==> src/rtl/wb_port_arbiter_pkg.sv <==
// rtl/wb_port_arbiter_pkg.sv - shared widths, constants and slot-select encoding for the write-port arbiter
package wb_port_arbiter_pkg;

  localparam int REG_ADDR_W = 5;
  localparam int DATA_W     = 32;
  localparam int NUM_REGS   = 1 << REG_ADDR_W;

  localparam logic [REG_ADDR_W-1:0] REG_ZERO = 5'd0;

  typedef enum logic [1:0] {
    SEL_NONE,
    SEL_PIPE,
    SEL_FIFO,
    SEL_BYP
  } sel_e;

  function automatic logic [NUM_REGS-1:0] reg_onehot(input logic [REG_ADDR_W-1:0] r);
    reg_onehot    = '0;
    reg_onehot[r] = 1'b1;
  endfunction

endpackage

==> src/rtl/wb_result_fifo.sv <==
// rtl/wb_result_fifo.sv - in-order MDU result queue with per-entry valid bit, kill-by-address and pending mask
module wb_result_fifo
  import wb_port_arbiter_pkg::*;
#(
  parameter int DEPTH = 4,
  parameter int CNT_W = $clog2(DEPTH) + 1
) (
  input  logic                  clk,
  input  logic                  rst,
  input  logic                  push,
  input  logic [REG_ADDR_W-1:0] push_rwd,
  input  logic [DATA_W-1:0]     push_data,
  input  logic                  pop,
  input  logic                  kill_en,
  input  logic [REG_ADDR_W-1:0] kill_rwd,
  output logic                  head_valid,
  output logic [REG_ADDR_W-1:0] head_rwd,
  output logic [DATA_W-1:0]     head_data,
  output logic [NUM_REGS-1:0]   pending_mask,
  output logic [CNT_W-1:0]      count
);

  localparam int PTR_W = $clog2(DEPTH);

  logic [REG_ADDR_W-1:0] rwd_q  [DEPTH];
  logic [DATA_W-1:0]     data_q [DEPTH];
  logic [DEPTH-1:0]      valid_q;
  logic [PTR_W-1:0]      rd_ptr;
  logic [PTR_W-1:0]      wr_ptr;

  // Kill runs before pop/push in the block so a recycled slot always ends up with the push's valid bit.
  always_ff @(posedge clk) begin
    if (rst) begin
      valid_q <= '0;
      rd_ptr  <= '0;
      wr_ptr  <= '0;
      count   <= '0;
    end else begin
      for (int i = 0; i < DEPTH; i++) begin
        if (kill_en && rwd_q[i] == kill_rwd) begin
          valid_q[i] <= 1'b0;
        end
      end
      if (pop) begin
        valid_q[rd_ptr] <= 1'b0;
        rd_ptr          <= rd_ptr + PTR_W'(1);
      end
      if (push) begin
        valid_q[wr_ptr] <= 1'b1;
        rwd_q[wr_ptr]   <= push_rwd;
        data_q[wr_ptr]  <= push_data;
        wr_ptr          <= wr_ptr + PTR_W'(1);
      end
      count <= count + CNT_W'(push) - CNT_W'(pop);
    end
  end

  assign head_valid = (count != '0) && valid_q[rd_ptr];
  assign head_rwd   = rwd_q[rd_ptr];
  assign head_data  = data_q[rd_ptr];

  always_comb begin
    pending_mask = '0;
    for (int i = 0; i < DEPTH; i++) begin
      if (valid_q[i]) begin
        pending_mask = pending_mask | reg_onehot(rwd_q[i]);
      end
    end
    pending_mask[0] = 1'b0;
  end

endmodule

==> src/rtl/wb_port_arbiter.sv <==
// rtl/wb_port_arbiter.sv - register-file write-port arbiter: pipeline priority, queued MDU drain, starvation stall
// Optional direct MDU-to-port bypass when WB_BYPASS_EN is defined.
module wb_port_arbiter
  import wb_port_arbiter_pkg::*;
#(
  parameter int DEPTH        = 4,
  parameter int STARVE_LIMIT = 8,
  parameter int CNT_W        = $clog2(DEPTH) + 1
) (
  input  logic                  CLK,
  input  logic                  RST,
  input  logic [REG_ADDR_W-1:0] pipe_rwd,
  input  logic [DATA_W-1:0]     pipe_data,
  input  logic                  mdu_valid,
  input  logic [REG_ADDR_W-1:0] mdu_rwd,
  input  logic [DATA_W-1:0]     mdu_data,
  output logic                  mdu_ready,
  output logic [REG_ADDR_W-1:0] rf_rwd,
  output logic [DATA_W-1:0]     rf_data,
  output logic                  stall_pipe,
  output logic [NUM_REGS-1:0]   pending_mask,
  output logic [CNT_W-1:0]      fifo_count
);

  localparam int STV_W = $clog2(STARVE_LIMIT) + 1;

  sel_e                  sel;
  logic [STV_W-1:0]      starve_cnt;
  logic                  head_valid;
  logic [REG_ADDR_W-1:0] head_rwd;
  logic [DATA_W-1:0]     head_data;
  logic                  push_fire;
  logic                  enq;
  logic                  pop;
  logic                  kill_en;

  // Ready reflects current occupancy only; a same-cycle pop never frees a slot early.
  assign mdu_ready = fifo_count < CNT_W'(DEPTH);
  assign push_fire = mdu_valid && mdu_ready;

  always_comb begin
    sel = SEL_NONE;
    if (stall_pipe) begin
      if (head_valid) sel = SEL_FIFO;
    end else if (pipe_rwd != REG_ZERO) begin
      sel = SEL_PIPE;
    end else if (head_valid) begin
      sel = SEL_FIFO;
    end
`ifdef WB_BYPASS_EN
    else if (fifo_count == '0 && push_fire && mdu_rwd != REG_ZERO) begin
      sel = SEL_BYP;
    end
`endif
  end

  // A killed head is discarded without taking the port.
  assign kill_en = (sel == SEL_PIPE);
  assign pop     = (sel == SEL_FIFO) || (fifo_count != '0 && !head_valid);
  assign enq     = push_fire && (mdu_rwd != REG_ZERO) && (sel != SEL_BYP)
                   && !(kill_en && mdu_rwd == pipe_rwd);

  wb_result_fifo #(
    .DEPTH (DEPTH),
    .CNT_W (CNT_W)
  ) u_fifo (
    .clk          (CLK),
    .rst          (RST),
    .push         (enq),
    .push_rwd     (mdu_rwd),
    .push_data    (mdu_data),
    .pop          (pop),
    .kill_en      (kill_en),
    .kill_rwd     (pipe_rwd),
    .head_valid   (head_valid),
    .head_rwd     (head_rwd),
    .head_data    (head_data),
    .pending_mask (pending_mask),
    .count        (fifo_count)
  );

  always_ff @(posedge CLK) begin
    if (RST) begin
      rf_rwd     <= REG_ZERO;
      rf_data    <= '0;
      stall_pipe <= 1'b0;
      starve_cnt <= '0;
    end else begin
      case (sel)
        SEL_PIPE: begin
          rf_rwd  <= pipe_rwd;
          rf_data <= pipe_data;
        end
        SEL_FIFO: begin
          rf_rwd  <= head_rwd;
          rf_data <= head_data;
        end
        SEL_BYP: begin
          rf_rwd  <= mdu_rwd;
          rf_data <= mdu_data;
        end
        default: begin
          rf_rwd  <= REG_ZERO;
          rf_data <= '0;
        end
      endcase

      stall_pipe <= 1'b0;
      if (head_valid && sel != SEL_FIFO) begin
        if (starve_cnt == STV_W'(STARVE_LIMIT - 1)) begin
          stall_pipe <= 1'b1;
          starve_cnt <= '0;
        end else begin
          starve_cnt <= starve_cnt + STV_W'(1);
        end
      end else begin
        starve_cnt <= '0;
      end
    end
  end

endmodule

==> config.mk <==
export PLATFORM = sky130hd
export DESIGN_NAME = wb_port_arbiter
export DESIGN_NICKNAME = d
export VERILOG_FILES = /design/src/rtl/wb_port_arbiter_pkg.sv /design/src/rtl/wb_result_fifo.sv /design/src/rtl/wb_port_arbiter.sv
export SDC_FILE = /design/constraint.sdc
export NUM_CORES = 1
export LEC_CHECK = 0
export ABC_CLOCK_PERIOD_IN_PS = 6800
export BUFFER_PORTS_ARGS = -buffer_cell sky130_fd_sc_hd__buf_4
export CORE_ASPECT_RATIO = 1.5
export CORE_MARGIN = 4
export CORE_UTILIZATION = 60
export DETAILED_ROUTE_END_ITERATION = 8
export GPL_ROUTABILITY_DRIVEN = 0
export PLACE_DENSITY = 0.84
export SETUP_SLACK_MARGIN = 0.3
export SYNTH_ARGS = -nofsm -noshare
export SYNTH_HDL_FRONTEND = slang
export SYNTH_SLANG_ARGS = --single-unit
==> constraint.sdc <==
create_clock -name CLK -period 6.8 [get_ports CLK]
set_input_delay 0.68 -clock CLK [delete_from_list [all_inputs] [get_ports CLK]]
set_output_delay 0.68 -clock CLK [all_outputs]
set_load 0.01 [all_outputs]
# ---- Word-level counts from Yosys, hierarchy flattened
# Memories as Yosys holds them, arrays and structs flattened. A register that Yosys moved wholly into a read port is not among the register bits.
# Cells that the tools add are included.
dict set report totals {
  n_memories 2
  in_bits 77
  ram_bits 148
  reg_bits 53
  word_cells 114
  output_inout_bits 74
}
dict set report op_classes {
  reduce_logical 26
  mux 42
  magnitude_cmp 13
  bitwise 7
  add_sub_neg 5
  n_eq_ne 11
}
# memory words word_bits read_ports rd_clocked_by_memory_dff write_ports line_no
set memory_table {}
lappend memory_table {u_fifo.data_q 4 32 1 1 1 wb_result_fifo.sv:26} ;# logic [DATA_W-1:0] data_q [DEPTH];
lappend memory_table {u_fifo.rwd_q 4 5 5 1 1 wb_result_fifo.sv:25} ;# logic [REG_ADDR_W-1:0] rwd_q [DEPTH];
# cell n
set op_table {}
lappend op_table {{32-bit two-way mux} 4}
lappend op_table {{32-bit OR} 3}
lappend op_table {{32-bit one-hot mux with 3 select lines} 1}
lappend op_table {{5-bit == test} 5}
lappend op_table {{5-bit by 6-bit < comparator with 1-bit output (second input constant)} 4}
lappend op_table {{1-bit demux with 5-bit select} 4}
lappend op_table {{5-bit by 1-bit >= comparator with 1-bit output (second input constant)} 4}
lappend op_table {{1-bit two-way mux} 19}
lappend op_table {{1-bit logical AND} 18}
lappend op_table {{5-bit one-hot mux with 3 select lines} 1}
lappend op_table {{2-bit two-way mux} 7}
lappend op_table {{4-bit two-way mux} 3}
lappend op_table {{5-bit nonzero test} 2}
lappend op_table {{2-bit by 3-bit < comparator with 1-bit output (second input constant)} 2}
lappend op_table {{2-bit by 1-bit adder with 2-bit output (second input constant)} 2}
lappend op_table {{4-bit by 1-bit adder with 4-bit output (second input constant)} 1}
lappend op_table {{4-bit bitwise AND} 1}
lappend op_table {{1-bit demux with 2-bit select} 2}
lappend op_table {{2-bit == test (second input constant)} 2}
lappend op_table {{4-bit by 3-bit == test with 1-bit output (second input constant)} 1}
lappend op_table {{2-bit by 1-bit >= comparator with 1-bit output (second input constant)} 2}
lappend op_table {{2-bit != test (second input constant)} 2}
lappend op_table {{4-bit inverter} 1}
lappend op_table {{4-bit OR} 1}
lappend op_table {{11 further kinds} 12}

# ---- Logic depth before layout (Yosys ltp)
dict set report logic_depth {
  ltp_word 15
  depth_mapped 11
  depth_no_buf 10
}

# ---- Hierarchy
# From an unflattened synthesis, not the netlist that was laid out.
dict set report unflattened {
  hier_cells 720
  area_unflattened_um2 9621.7
}
# module seq_area_each_um2 area_each_um2 n_inst cells_each
set modules_own_cells {}
lappend modules_own_cells {wb_result_fifo 4704.5 7258.2 1 434}
lappend modules_own_cells {wb_port_arbiter 840.8 2363.5 1 286}

# ---- Worst setup path after synthesis
# No wires, ideal clock.
dict set report synth_path {
  path_type {input to register}
  start {input port pipe_rwd[1]}
  end {memory u_fifo.data_q[0][0], enable pin}
  arrival_time_ns 3.110
  n_path_buf 1
  t_required_ns 6.402
  cell_stages 5
  setup_slack_ns 3.292
  setup_ns 0.398
  path_cell_list {buf_4 -> or4_4 -> o21a_4 -> a311oi_1 -> and2_1}
}
dict set report synth_between {
  elab_chain_len 10
  elab_cells_between_ends 13
  cone_classes {eq/ne: 3; mux: 5; reduce/logical: 5}
}
# item line_no
set synth_lines {}
lappend synth_lines {{start, declared} wb_port_arbiter.sv:12} ;# input logic [REG_ADDR_W-1:0] pipe_rwd,
lappend synth_lines {{5-bit nonzero test} wb_port_arbiter.sv:45} ;# end else if (pipe_rwd != REG_ZERO) begin
lappend synth_lines {{2-bit two-way mux} wb_port_arbiter.sv:45}
lappend synth_lines {{2-bit two-way mux} wb_port_arbiter.sv:43} ;# if (stall_pipe) begin
lappend synth_lines {{2-bit by 1-bit == test with 1-bit output} wb_port_arbiter.sv:58} ;# assign kill_en = (sel == SEL_PIPE);
lappend synth_lines {{1-bit logical AND} wb_port_arbiter.sv:61} ;# && !(kill_en && mdu_rwd == pipe_rwd);
lappend synth_lines {{1-bit zero test} wb_port_arbiter.sv:61}
lappend synth_lines {{1-bit logical AND *} wb_port_arbiter.sv:61}
lappend synth_lines {{1-bit two-way mux *} wb_result_fifo.sv:48} ;# if (push) begin
lappend synth_lines {{1-bit two-way mux *} wb_result_fifo.sv:33} ;# if (rst) begin
lappend synth_lines {{1-bit two-way mux (not written as such) *} wb_result_fifo.sv:51} ;# data_q[wr_ptr] <= push_data;
lappend synth_lines {{end, declared} wb_result_fifo.sv:26}
# Every way passes the cells marked *; elsewhere a longest branch is shown, timed or not.

# ---- Worst setup path after layout
dict set report layout_path {
  start {input port pipe_rwd[0]}
  end {memory u_fifo.data_q[3][11], enable pin}
}
# Same word-level chain as after synthesis.

==> flow_metrics.env <==
export IMPL_hold_buffers=0
export IMPL_fin_skew_ps=11.0
export IMPL_synth_area_per_cell_um2=15.2
export IMPL_leakage_nw=3.78
export IMPL_drv_cap=0
export IMPL_drive_above_1_share_pct=33.0
export IMPL_layout_commonest_cell="buf_4"
export IMPL_vdd_drop_max_mv=0.242
export IMPL_power_internal_mw=2.32
export IMPL_fin_util_pct=74.2
export IMPL_finalMaxSlewViolations=0
export IMPL_wl_per_cell_um=24.0
export IMPL_reg2reg_from="u_fifo.count[2]$_SDFF_PP0_"
export IMPL_crit_arrival_ps=3330
export IMPL_h_tree_depth=1
export IMPL_detail_route_antenna_nets=0
export IMPL_vias=5930
export IMPL_crit_buf_inv=1
export IMPL_postPlaceCellArea_mm2=0.00996
export IMPL_cp_start_kind="input port"
export IMPL_cp_cell_sequence="buf_4 > or4_4 > o21a_4 > a311oi_1 > and2_2"
export IMPL_power_density_mw_per_mm2=298
export IMPL_ios=151
export IMPL_start_util_pct=61.8
export IMPL_layout_common_cells="buf_4, edfxtp_1, dfxtp_1"
export IMPL_fmax_mhz=309
export IMPL_slew_headroom_pct=22.1
export IMPL_fin_setup_tns_ps=0
export IMPL_cts_buffers=18
export IMPL_hpwlAfterDp_um=14400
export IMPL_tightest_slew_ps=1160
export IMPL_p_seq_share_pct=48.1
export IMPL_switchingPower_mw=0.815
export IMPL_clockRootBuffer="clkbuf_16"
export IMPL_synth_cell_type_count=48
export IMPL_period_needed_ps=3240
export IMPL_cp_slowest_cell="and2_2"
export IMPL_rows=53
export IMPL_critical_path_required_ps=6890
export IMPL_cts_tree="done"
export IMPL_antenna_found_initial=0
export IMPL_finalNetCount=797
export IMPL_hold_viol_final=0
export IMPL_grt_pass1_vias=6023
export IMPL_p_comb_share_pct=20.3
export IMPL_viasPerCell=6.51
export IMPL_hp_class="in2reg"
export IMPL_yosys_most_used_dff="edfxtp_1"
export IMPL_drt_first_pass_iters=5
export IMPL_core_mm2=0.0142
export IMPL_path_clk_slew_ps=70
export IMPL_cts_resized=0
export IMPL_finalCritPeriodShare_pct=47.6
export IMPL_initialDrtViolationCount=519
export IMPL_dieArea_mm2=0.0166
export IMPL_final_area_mm2=0.0105
export IMPL_wl_um=21800
export IMPL_syn_cell_area_mm2=0.00877
export IMPL_p_total_mw=3.14
export IMPL_grt_overflow_total=0
export IMPL_startpoint="pipe_rwd[0]"
export IMPL_endpoint_kind="flip-flop"
export IMPL_worstHoldStart="mdu_data[29]"
export IMPL_ys_ff_latch=203
export IMPL_critPathMaxFanout=37
export IMPL_setup_viol=0
export IMPL_yosysSeqAreaShare_pct=63.3
export IMPL_p_sw_share_pct=26.0
export IMPL_grt_pass1_wl_um=33100
export IMPL_cts_max_path_buffers=3
export IMPL_die_w_um=107
export IMPL_dp_slack_ps=3100
export IMPL_cts_setup_buffers=0
export IMPL_synth_edff_count=148
export IMPL_die_h_um=156
export IMPL_grt_max_degree=38
export IMPL_grt_usage_pct=25.9
export IMPL_portBuffers=149
export IMPL_cpLargestDelayFamily="simple AND/OR/NAND/NOR gates"
export IMPL_yosysWarnings=0
export IMPL_power_frac_clock_pct=31.6
export IMPL_rsz0062_at_grt="no"
export IMPL_status="completed"
export IMPL_path_class="in2reg"
export IMPL_max_stage_delay_ps=950
export IMPL_syn_instance_count=578
export IMPL_setup_ws_ps=3560
export IMPL_antenna_cells=0
export IMPL_clkSinkCount=203
export IMPL_async_flop_share_pct=0
export IMPL_synthToLayoutAreaGrowth_pct=20.2
export IMPL_drc=0
export IMPL_syn_num_nets=667
export IMPL_clkLatencyLatePin_ps=480
-- area by class of cell --
type                            instances  area [µm²]
Clock buffer                           23         510
Inverter                               13        48.8
Timing Repair Buffer                  151        1130
Sequential cell                       203        5550
Multi-Input combinational cell        321        2990
Fill cell                             868        3660
Tap cell                              192         240
Clock inverter                          8        63.8
-- power groups by stage --
stage	sequential [mW]	combinational (mW)	clock [mW]
after floorplan	1.48	0.471	0
after global placement	1.53	0.615	0
after detailed placement	1.53	0.633	0
after CTS	1.51	0.642	1.01
after global routing	1.52	0.683	1.06
final	1.51	0.636	0.991
-- metrics by stage --
step | hold slack [ps] | cells
after global placement | 440 | 880
final | 400 | 911
after CTS | 384 | 911
after floorplan | 433 | 578
after global routing | 387 | 911
after detailed placement | 470 | 880
-- Yosys cell counts, types with 4 or more instances --
master,count,share of area [%]
ha_1,11,1.6
and2_1,4,0.29
or3_1,4,0.29
a221o_1,10,1.1
or3b_2,8,0.80
a21oi_1,7,0.40
nand3b_1,15,1.3
nor3_1,10,0.57
buf_6,4,0.51
dfxtp_1,55,13
a22o_1,37,3.7
nor2_1,27,1.2
o221ai_1,19,1.9
nor3b_1,11,0.94
o22ai_1,11,0.79
xnor2_1,14,1.4
nand2_1,16,0.69
nor2b_1,6,0.43
nand3_1,7,0.40
xor2_1,14,1.4
edfxtp_1,148,51
a22oi_1,14,1.2
clkbuf_1,30,1.3
and3_1,4,0.29
and3b_1,6,0.60
inv_1,13,0.56
mux4_2,38,9.8
-- sequential cells by signal (all words and copies together) (netlist names), named ones only --
signal          cells
stall_pipe          1
u_fifo.rwd_q       20
rf_rwd              5
rf_data            32
u_fifo.data_q     128
u_fifo.count        3
u_fifo.wr_ptr       2
u_fifo.valid_q      4
u_fifo.rd_ptr       2
starve_cnt          4
-- path summary, 6_finish.rpt --
check                                         to  slack (ps)  depth (start not counted)
setup / recovery  u_fifo.data_q[3][11]$_DFFE_PP_        3560                          5
setup reg to reg      u_fifo.count[2]$_SDFF_PP0_        4020                          9
hold / removal    u_fifo.data_q[1][29]$_DFFE_PP_         400                          1
hold reg to reg         starve_cnt[0]$_SDFF_PP0_         470                          1
-- layer usage --
layer	track usage, %	wire [µm]	vias to the layer above
met5	0	0	-
met4	10.8	845	0
met3	4.51	1730	80
met2	45.6	11500	365
met1	31.6	7710	2929
li1	-	-	2556
-- cell families (layout without fill, tap and decap cells) --
logic type | count (synthesis) | after routing | share of synthesized area [%]
xor+xnor | 28 | 28 | 2.80
flops | 203 | 203 | 63.3
simple gates | 126 | 126 | 8.56
buf+inv | 54 | 195 | 2.77
other cells | 1 | 1 | 0.0428
compound gates | 111 | 111 | 10.4
mux | 43 | 43 | 10.4
fa+ha+maj | 12 | 12 | 1.80
No activity file was read; power rests on OpenSTA's default activity.
